--- src/rtl/pipeline_flow_types.sv ---
// Flow structures and encodings shared by the EX/MEM and MEM/WB pipeline stages.
package pipeline_flow_types;

  typedef enum logic [1:0] {BYTE = 2'd0, HALF = 2'd1, WORD = 2'd2} mem_width_e;
  typedef enum logic [1:0] {IDLE = 2'd0, WAIT = 2'd1, HOLD = 2'd2} mem_state_e;

  typedef struct packed {
    logic       MemRead;
    logic       MemWrite;
    mem_width_e MemWidth;
    logic       MemUnsigned;
  } mem_ctrl_t;

  typedef struct packed {
    logic       RegWrite;
    logic [1:0] WbSel;
  } wb_ctrl_t;

  typedef struct packed {
    logic [31:0] alu_result;
    logic [31:0] rs2_data;
    logic [31:0] pc_incr;
    logic [31:0] pc_offset;
    logic [31:0] immediate;
    logic [4:0]  rd_addr;
    mem_ctrl_t   mem_ctrl;
    wb_ctrl_t    wb_ctrl;
  } ex_mem_flow_t;

  typedef struct packed {
    logic [31:0] alu_result;
    logic [31:0] mem_data;
    logic [31:0] pc_incr;
    logic [31:0] pc_offset;
    logic [31:0] immediate;
    logic [4:0]  rd_addr;
    wb_ctrl_t    wb_ctrl;
    logic        misaligned;
  } mem_wb_flow_t;

  // Forwarding and hazard views driven by the MEM stage.
  typedef struct packed {
    logic [31:0] mem;
  } fwd_data_t;

  typedef struct packed {
    logic [4:0] rd_addr;
  } fwd_stage_t;

  typedef struct packed {
    fwd_data_t  data;
    fwd_stage_t mem;
  } fwd_mem_t;

  typedef struct packed {
    logic stall;
  } hazard_stage_t;

  typedef struct packed {
    hazard_stage_t mem;
  } hazard_mem_t;

endpackage

--- src/rtl/load_store_align.sv ---
// Combinational byte-lane steering for stores, load extract/extend, misalign flag.
// MEM_MISALIGN_CHECK_EN enables the misalignment flag; otherwise it is tied low.
module load_store_align
  import pipeline_flow_types::*;
(
  input  logic [1:0]  addr_lo,
  input  mem_width_e  width,
  input  logic        is_unsigned,
  input  logic [31:0] store_data,
  input  logic [31:0] load_word,
  output logic [31:0] wdata,
  output logic [3:0]  wstrb,
  output logic [31:0] load_data,
  output logic        misaligned
);

  logic [7:0]  lane_byte;
  logic [15:0] lane_half;

  always_comb begin
    case (addr_lo)
      2'd0:    lane_byte = load_word[7:0];
      2'd1:    lane_byte = load_word[15:8];
      2'd2:    lane_byte = load_word[23:16];
      default: lane_byte = load_word[31:24];
    endcase
    // Half accesses only look at addr_lo[1]; bit 0 is ignored or flagged.
    lane_half = addr_lo[1] ? load_word[31:16] : load_word[15:0];

    wdata     = store_data;
    wstrb     = 4'b1111;
    load_data = load_word;
    case (width)
      BYTE: begin
        wdata     = {4{store_data[7:0]}};
        wstrb     = 4'b0001 << addr_lo;
        load_data = {{24{~is_unsigned & lane_byte[7]}}, lane_byte};
      end
      HALF: begin
        wdata     = {2{store_data[15:0]}};
        wstrb     = addr_lo[1] ? 4'b1100 : 4'b0011;
        load_data = {{16{~is_unsigned & lane_half[15]}}, lane_half};
      end
      default: ;
    endcase
  end

`ifdef MEM_MISALIGN_CHECK_EN
  assign misaligned = ((width == HALF) && addr_lo[0]) ||
                      ((width == WORD) && (addr_lo != 2'b00));
`else
  assign misaligned = 1'b0;
`endif

endmodule

--- src/rtl/mem_stage.sv ---
// Memory-access pipeline stage: req/ack data port, stall generation, one-shot store FSM.
// Optional MEM_MISALIGN_CHECK_EN blocks misaligned accesses and flags them downstream.
module mem_stage
  import pipeline_flow_types::*;
(
  input  logic         clk,
  input  logic         rst,
  input  ex_mem_flow_t inflow,
  input  logic         advance,
  output mem_wb_flow_t outflow,
  output logic         dmem_req,
  output logic         dmem_we,
  output logic [31:0]  dmem_addr,
  output logic [31:0]  dmem_wdata,
  output logic [3:0]   dmem_wstrb,
  input  logic         dmem_ack,
  input  logic [31:0]  dmem_rdata,
  output fwd_mem_t     fd,
  output hazard_mem_t  hd
);

  mem_state_e  state;
  logic [31:0] rdata_q;

  logic        op;
  logic        misaligned;
  logic        active;
  logic        pending;
  logic [31:0] wdata;
  logic [3:0]  wstrb;
  logic [31:0] load_word;
  logic [31:0] load_data;

  assign op        = inflow.mem_ctrl.MemRead | inflow.mem_ctrl.MemWrite;
  assign active    = op & ~misaligned;
  // HOLD means the access already completed; never reissue it.
  assign pending   = active & (state != HOLD) & ~rst;
  assign load_word = (state == HOLD) ? rdata_q : dmem_rdata;

  load_store_align u_align (
    .addr_lo     (inflow.alu_result[1:0]),
    .width       (inflow.mem_ctrl.MemWidth),
    .is_unsigned (inflow.mem_ctrl.MemUnsigned),
    .store_data  (inflow.rs2_data),
    .load_word   (load_word),
    .wdata       (wdata),
    .wstrb       (wstrb),
    .load_data   (load_data),
    .misaligned  (misaligned)
  );

  assign dmem_req   = pending;
  assign dmem_we    = inflow.mem_ctrl.MemWrite;
  assign dmem_addr  = {inflow.alu_result[31:2], 2'b00};
  assign dmem_wdata = wdata;
  assign dmem_wstrb = inflow.mem_ctrl.MemWrite ? wstrb : 4'b0000;

  always_comb begin
    hd.mem.stall   = pending & ~dmem_ack;
    fd.data.mem    = inflow.alu_result;
    fd.mem.rd_addr = inflow.rd_addr;
  end

  always_comb begin
    outflow.alu_result = inflow.alu_result;
    outflow.pc_incr    = inflow.pc_incr;
    outflow.pc_offset  = inflow.pc_offset;
    outflow.immediate  = inflow.immediate;
    outflow.rd_addr    = inflow.rd_addr;
    outflow.wb_ctrl    = inflow.wb_ctrl;
    outflow.misaligned = op & misaligned;
    outflow.mem_data   = (inflow.mem_ctrl.MemRead & ~misaligned) ? load_data : 32'h0;
  end

  always_ff @(posedge clk) begin
    if (rst) begin
      state   <= IDLE;
      rdata_q <= 32'h0;
    end else begin
      case (state)
        IDLE, WAIT: begin
          if (!active) begin
            state <= IDLE;
          end else if (dmem_ack) begin
            if (advance) begin
              state <= IDLE;
            end else begin
              state   <= HOLD;
              rdata_q <= dmem_rdata;
            end
          end else begin
            state <= WAIT;
          end
        end
        HOLD: begin
          if (advance) state <= IDLE;
        end
        default: state <= IDLE;
      endcase
    end
  end

endmodule

--- config.mk ---
export PLATFORM = sky130hd
export DESIGN_NAME = mem_stage
export DESIGN_NICKNAME = d
export VERILOG_FILES = /design/src/rtl/pipeline_flow_types.sv /design/src/rtl/load_store_align.sv /design/src/rtl/mem_stage.sv
export SDC_FILE = /design/constraint.sdc
export NUM_CORES = 1
export LEC_CHECK = 0
export BUFFER_PORTS_ARGS = -buffer_cell sky130_fd_sc_hd__buf_2
export CELL_PAD_IN_SITES_DETAIL_PLACEMENT = 0
export CELL_PAD_IN_SITES_GLOBAL_PLACEMENT = 1
export CORE_AREA = 4 4 184 186
export CTS_CLUSTER_SIZE = 28
export DETAILED_ROUTE_END_ITERATION = 16
export DIE_AREA = 0 0 188 190
export PLACE_DENSITY_LB_ADDON = 0.1
export SYNTH_ARGS = -nofsm -noshare
export SYNTH_HDL_FRONTEND = slang
export SYNTH_SLANG_ARGS = --single-unit
--- constraint.sdc ---
create_clock -name clk -period 2.2 [get_ports clk]
set_clock_uncertainty 0.2 [all_clocks]
set_input_delay 0.22 -clock clk [delete_from_list [all_inputs] [get_ports clk]]
set_output_delay 0.22 -clock clk [all_outputs]
set_load 0.01 [all_outputs]
==> results.cfg, run 1 <==
[critical_path]
end_kind = primary output
cp.required_ps = 1780
crit_fanout = 7
worst-path-buf-inv = 4
cp_cell_sequence = nand2b_4 -> mux2i_2 -> a311oi_2 -> buf_4 -> a21boi_4 -> buf_12 -> buf_16 -> a211oi_1 -> buf_2
slowest_delay_ps = 390
worstSetupPathType = flip-flop to primary output
startpoint_type = flip-flop
critPathTopFamily = compound AO/OA/AOI/OAI gates
arrival_ps = 2270
worst_path_max_delay_cell = a311oi_2

[die]
dieArea_mm2 = 0.0357
ios = 486
chipHeight_um = 190
fp.coreArea_mm2 = 0.0323
die_w_um = 188
start_util_pct = 13.2
num_rows = 66

[synth]
postSynthAreaPerCell_um2 = 7.40
synth.distinct_cells = 39
synthTopCellsByArea = buf_4, dfxtp_1, nand2_1
synth_top_area_share_pct = 37.9
yosysSeqAreaShare_pct = 16.0
synth_seq_cells = 34
ys_warn_count = 0
syn_area_mm2 = 0.00426
synth_top_area_cell = buf_4
syn_inst = 576

[power_and_ir_drop]
ir_worst_vdd_v = 0.000239
combPwrFrac_pct = 42.1
leakage_nw = 2.37
clkPwrFrac_pct = 30.7
power_density_mw_per_mm2 = 449
p_total_mw = 2.45
internal_power_mw = 1.59
swShare_pct = 35.2
p_sw_mw = 0.862
seqPwrFrac_pct = 27.2

[drt]
drt_iter0_drc = 135
via_per_inst = 3.65
drt-pass1-iter-count = 4
ant_nets = 0
wire_per_inst_um = 19.7
drc = 0
drt_wl_total_mm = 20.5
dr_total_vias = 3781

[clock_network]
cts_buffers = 5
clk_path_buf_depth = 2
cts-htree-levels = 2
root_buffer = clkbuf_16
clk_pin_slew_worst_paths_ps = 60
cts_tree = yes
clkLatencyLatePin_ps = 290
clock_sinks = 34

[timing]
fin_crit_ps = 2690
setup_viol = 32
fin_crit_sh_pct = 122
whs_ps = 5.27
hold_viol_final = 0
layout_setup_ws_ps = -489
fin_setup_tns_ps = -12250
fmax_mhz = 372
grt_setup_unrepaired = true
slew_violations = 0

[grt]
antenna_found_initial = 1
grt_use_total_pct = 10.8
grt_pass1_vias = 3963
grt_start_max_net_pins = 33
grt_pass1_wl_mm = 28.4
grt-ovfl-total = 0

[placement]
hpwl_mm = 16.8
pre_cts_ws_ps = -306
dp.cells = 988
post_dp_cell_area_mm2 = 0.00432
gp_congestion = 0.717
io_buffers = 149

[outcome]
violations = negative setup slack
status = complete, but fails checks

[finish]
final_cell_mix = buf_2, nand2_1, buf_4
fin_util_pct = 16.9
fin_nets = 802
area_growth_pct = 28.0
final_common_cell = buf_2
design_area_mm2 = 0.00545
final_cells = 1037
layout-drive-gt1-share_pct = 54.9

[min_path]
hold_path.class = input port to flip-flop

[flow_run]
maxCapViolations = 0
synthesized netlist by cell type (all sizes together):
cell type / count
buf: 225
nand2: 104
mux2i: 38
a21oi: 37
dfxtp: 34
clkbuf: 20
mux2: 18
nor2: 16
a211oi: 14
o22ai: 14
o21ai: 11
a21o: 8
a31oi: 7
nor2b: 5
a21boi: 3
a221oi: 2
inv: 2
nand2b: 2
nand3: 2
nor4: 2
or4b: 2
a221o: 1
a311oi: 1
and3: 1
clkinv: 1
conb: 1
mux4: 1
nor3: 1
nor4b: 1
o21a: 1
o311a: 1
layout make-up:
type	instances	area, µm²
Fill cell	3690	26800
Multi-Input combinational cell	296	2290
Timing Repair Buffer	253	1760
Sequential cell	34	683
Tap cell	442	553
Clock buffer	6	139
Clock inverter	2	12.5
Inverter	3	11.3
Antenna cell	1	2.50
cells by family (layout without fill, tap and decap cells):
kind of cell	after synthesis	after routing	share of synthesized area (%)
AOI/OAI and AO/OA	100	100	14.9
and+or+nand+nor	136	136	13.2
buffers and inverters	248	264	41.6
other	1	4	0.0880
muxes	57	57	14.2
DFF	34	34	16.0
registers in the layout, summed over array words and instances, names as in the netlist:
| name | count |
|---|---|
| rdata_q | 32 |
| state | 2 |
metal layers:
layer  up-vias  track usage [%]  part of all wire (%)
met2       265             20.2                    52
met1      1740             11.4                    37
li1       1745                -                     -
met4         0             3.19                   3.1
met3        31             3.50                   7.9
met5         -                0                     0
power by group through the flow:
stage | Sequential (mW) | Combinational (mW) | Clock (mW)
2_1_floorplan | 0.667 | 0.766 | 0
3_3_place_gp | 0.671 | 0.826 | 0
3_5_place_dp | 0.671 | 0.824 | 0
4_1_cts | 0.662 | 0.972 | 0.795
5_1_grt | 0.668 | 1.12 | 0.818
6_report | 0.665 | 1.03 | 0.752
final timing paths:
| check | startpoint | endpoint | slack [ps] | cells past startpoint |
|---|---|---|---|---|
| hold / removal | dmem_rdata[16] | rdata_q[16]$_SDFFE_PP0P_ | 5 | 3 |
| setup / recovery | state[0]$_SDFFE_PP0P_ | outflow[130] | -490 | 9 |
| hold reg to reg | rdata_q[22]$_SDFFE_PP0P_ | rdata_q[22]$_SDFFE_PP0P_ | 250 | 2 |
| setup reg to reg | state[1]$_SDFFE_PP0P_ | rdata_q[0]$_SDFFE_PP0P_ | 240 | 5 |
worst reg2reg max path, cell delays in order (launching register included):
cell	delay, ps
dfxtp_2	340
buf_4	150
or4b_2	710
buf_4	250
nand2_1	120
a21oi_1	60
repair_timing:
action | CTS | global route
hold buffers | 20 | 0
setup endpoints to repair | 32 | 32
gates resized for setup | 60 | 50
pin swaps | 17 | 25
endpoints found under the hold margin | 20 | 0
setup buffers | 12 | 9
gates cloned | 3 | 0
Power figures use the tool's default switching activity.
==> inputs of run 2 (changes only) <==
--- a/config.mk
+++ b/config.mk
@@ -5,13 +5,14 @@
 export SDC_FILE = /design/constraint.sdc
 export NUM_CORES = 1
 export LEC_CHECK = 0
+export ABC_AREA = 1
 export BUFFER_PORTS_ARGS = -buffer_cell sky130_fd_sc_hd__buf_2
 export CELL_PAD_IN_SITES_DETAIL_PLACEMENT = 0
 export CELL_PAD_IN_SITES_GLOBAL_PLACEMENT = 1
-export CORE_AREA = 4 4 184 186
+export CORE_AREA = 4 4 186 188
 export CTS_CLUSTER_SIZE = 28
 export DETAILED_ROUTE_END_ITERATION = 16
-export DIE_AREA = 0 0 188 190
+export DIE_AREA = 0 0 190 192
 export PLACE_DENSITY_LB_ADDON = 0.1
 export SYNTH_ARGS = -nofsm -noshare
 export SYNTH_HDL_FRONTEND = slang
==> run 2 against run 1 <==
Net effect: the flow still finishes with violations (negative setup slack); sequential share of layout area rose by 2.1 points; register-to-register slack improved by 140 ps; synthesized cell count rose by 22%; cell area fell by 14%; worst hold slack barely moved; global-route usage rose by 0.44 points; wire length rose by 6.7%; highest routed layer is now met5; critical path type unchanged; sequential power barely moved; worst setup slack improved by 420 ps; count of clock-buffer cells in the layout rose by 1; critical endpoint is now outflow[134]; critical path depth rose by 1; area after synthesis rose by 1.9%.
==> results.cfg, run 2 <==
[placement]
post_dp_cell_area_mm2 = 0.00418
gp_congestion = 0.741
dp.cells = 1095
io_buffers = 149
hpwl_mm = 18.3

[synth]
synth_top_area_cell = buf_4
synth.distinct_cells = 27
synthArstFlopShare_pct = 0
synth_enable_flop_cells = 0
yosysSeqAreaShare_pct = 15.7
syn_inst = 705
ys.flop_type = dfxtp_1
ys_top_cells_by_count = buf_4, nand2_1, inv_1
postSynthAreaPerCell_um2 = 6.16
synthTopCellsByArea = buf_4, nand2_1, dfxtp_1
syn_area_mm2 = 0.00434
synth.most_common_cell = buf_4
synth_seq_cells = 34
synth_top_area_share_pct = 37.5
ys_warn_count = 0

[critical_path]
r2r_cells = 7
worstReg2RegStart = state[1]$_SDFFE_PP0P_
cp.required_ps = 1780
reg2reg_to = rdata_q[6]$_SDFFE_PP0P_
r2r_slack_ps = 380
startpoint_type = flip-flop
crit_fanout = 7
arrival_ps = 1850
worstSetupPathType = flip-flop to primary output
end_kind = primary output

[clock_network]
cts_buffers = 5
root_buffer = clkbuf_16
clk_path_buf_depth = 2
cts-htree-levels = 2
clock_sinks = 34
clkLatencyLatePin_ps = 280
cts_tree = yes
clk_pin_slew_worst_paths_ps = 60

[drt]
drc = 0
dr_total_vias = 4018
via_per_inst = 3.60
ant_nets = 0
wire_per_inst_um = 19.6
drt-pass1-iter-count = 4
drt_iter0_drc = 156
drt_wl_total_mm = 21.8

[finish]
final_cells = 1116
antennaDiodeCount = 0
fin_util_pct = 14.2
final_cell_mix = nand2_1, buf_2, inv_1
design_area_mm2 = 0.00469
largest_register = rdata_q
layout-drive-gt1-share_pct = 37.1
area_growth_pct = 8.10
fin_nets = 876
largest_registers = rdata_q (32), state (2)
final_common_cell = nand2_1
largest_reg_flops = 32

[grt]
grt_use_total_pct = 11.2
grt_pass1_wl_mm = 29.8
antenna_found_initial = 0
grt_pass1_vias = 4162
grt_start_max_net_pins = 32
grt-ovfl-total = 0

[min_path]
hold_start = dmem_rdata[3]
hold_path.class = input port to flip-flop
min_to = rdata_q[3]$_SDFFE_PP0P_
worstHoldPathCells = 3

[die]
num_rows = 67
dieArea_mm2 = 0.0365
fp.coreArea_mm2 = 0.0331
chipHeight_um = 192
ios = 486
start_util_pct = 13.1
die_w_um = 190

[timing]
fin_crit_ps = 2270
setup_viol = 20
slew_violations = 0
grt_setup_unrepaired = true
fin_crit_sh_pct = 103
fmax_mhz = 440
layout_setup_ws_ps = -73.3
hold_viol_final = 0
fin_setup_tns_ps = -826
whs_ps = 5.53

[outcome]
status = complete, but fails checks
violations = negative setup slack

[power_and_ir_drop]
ir_worst_vdd_v = 0.000282
power_density_mw_per_mm2 = 475
leakage_nw = 2.30

[flow_run]
maxCapViolations = 0
-- run 2: layer usage --
metal  up-vias  global-route usage [%]  wire [µm]
li1       1897                       -          -
met1      1814                    11.8       8050
met2       287                    19.9      10800
met3        18                    5.74       2730
met4         2                    2.34        216
met5         -                   0.962         42
-- run 2: worst max path at each step --
stage	endpoint	slack (ps)	start	cells after the start
after global routing	outflow[106]	-200	state[0]$_SDFFE_PP0P_	11
after global placement	outflow[110]	-40	state[0]$_SDFFE_PP0P_	11
after floorplan	outflow[110]	340	state[1]$_SDFFE_PP0P_	10
after detailed placement	outflow[110]	-20	state[0]$_SDFFE_PP0P_	11
final	outflow[134]	-70	state[0]$_SDFFE_PP0P_	10
after CTS	outflow[106]	-90	state[0]$_SDFFE_PP0P_	11
-- run 2: power breakdown --
| part | switching [mW] | internal (mW) |
|---|---|---|
| Combinational | 0.501 | 0.320 |
| Clock | 0.295 | 0.450 |
| Sequential | 0.0183 | 0.647 |
-- run 2: worst max-delay path: stages (launching register included) --
cell     delay [ps]
dfxtp_2         330
inv_4            90
nand2_4          80
nand2_1         110
nand2_2          70
nand2_1          90
nand4_1         160
nand3_4         210
nand2_8         140
nor2_4          140
buf_2           140
-- run 2: cell families (layout without fill, tap and decap cells) --
group                  count (synthesis)  in the layout  share of synthesized area, %
AO/OA/AOI/OAI                         77             77                          10.6
buffers and inverters                289            248                          44.4
flip-flops                            34             34                          15.7
other                                  1              3                        0.0864
AND/OR/NAND/NOR                      304            306                          29.3
-- run 2: what timing repair did --
action	CTS	global route
hold buffers	6	0
setup endpoints to repair	31	32
endpoints found under the hold margin	6	0
gates cloned	2	0
buffers inserted	5	0
pin swaps	7	1
resized for setup	54	11
-- run 2: through the flow --
step	power [mW]	setup WS [ps]
after floorplan	1.45	343
after global placement	1.45	-36.3
after detailed placement	1.44	-18.0
after CTS	2.29	-88.4
after global routing	2.39	-197
final	2.23	-73.3
-- run 2: area by class of cell --
| type | count | area, µm² |
|---|---|---|
| repair buffers | 193 | 1160 |
| multi-input cells | 386 | 1960 |
| well taps | 448 | 561 |
| fillers | 3940 | 28400 |
| flip-flops and latches | 34 | 686 |
| clock inverters | 1 | 5.00 |
| inverters | 47 | 179 |
| clock buffers | 7 | 143 |
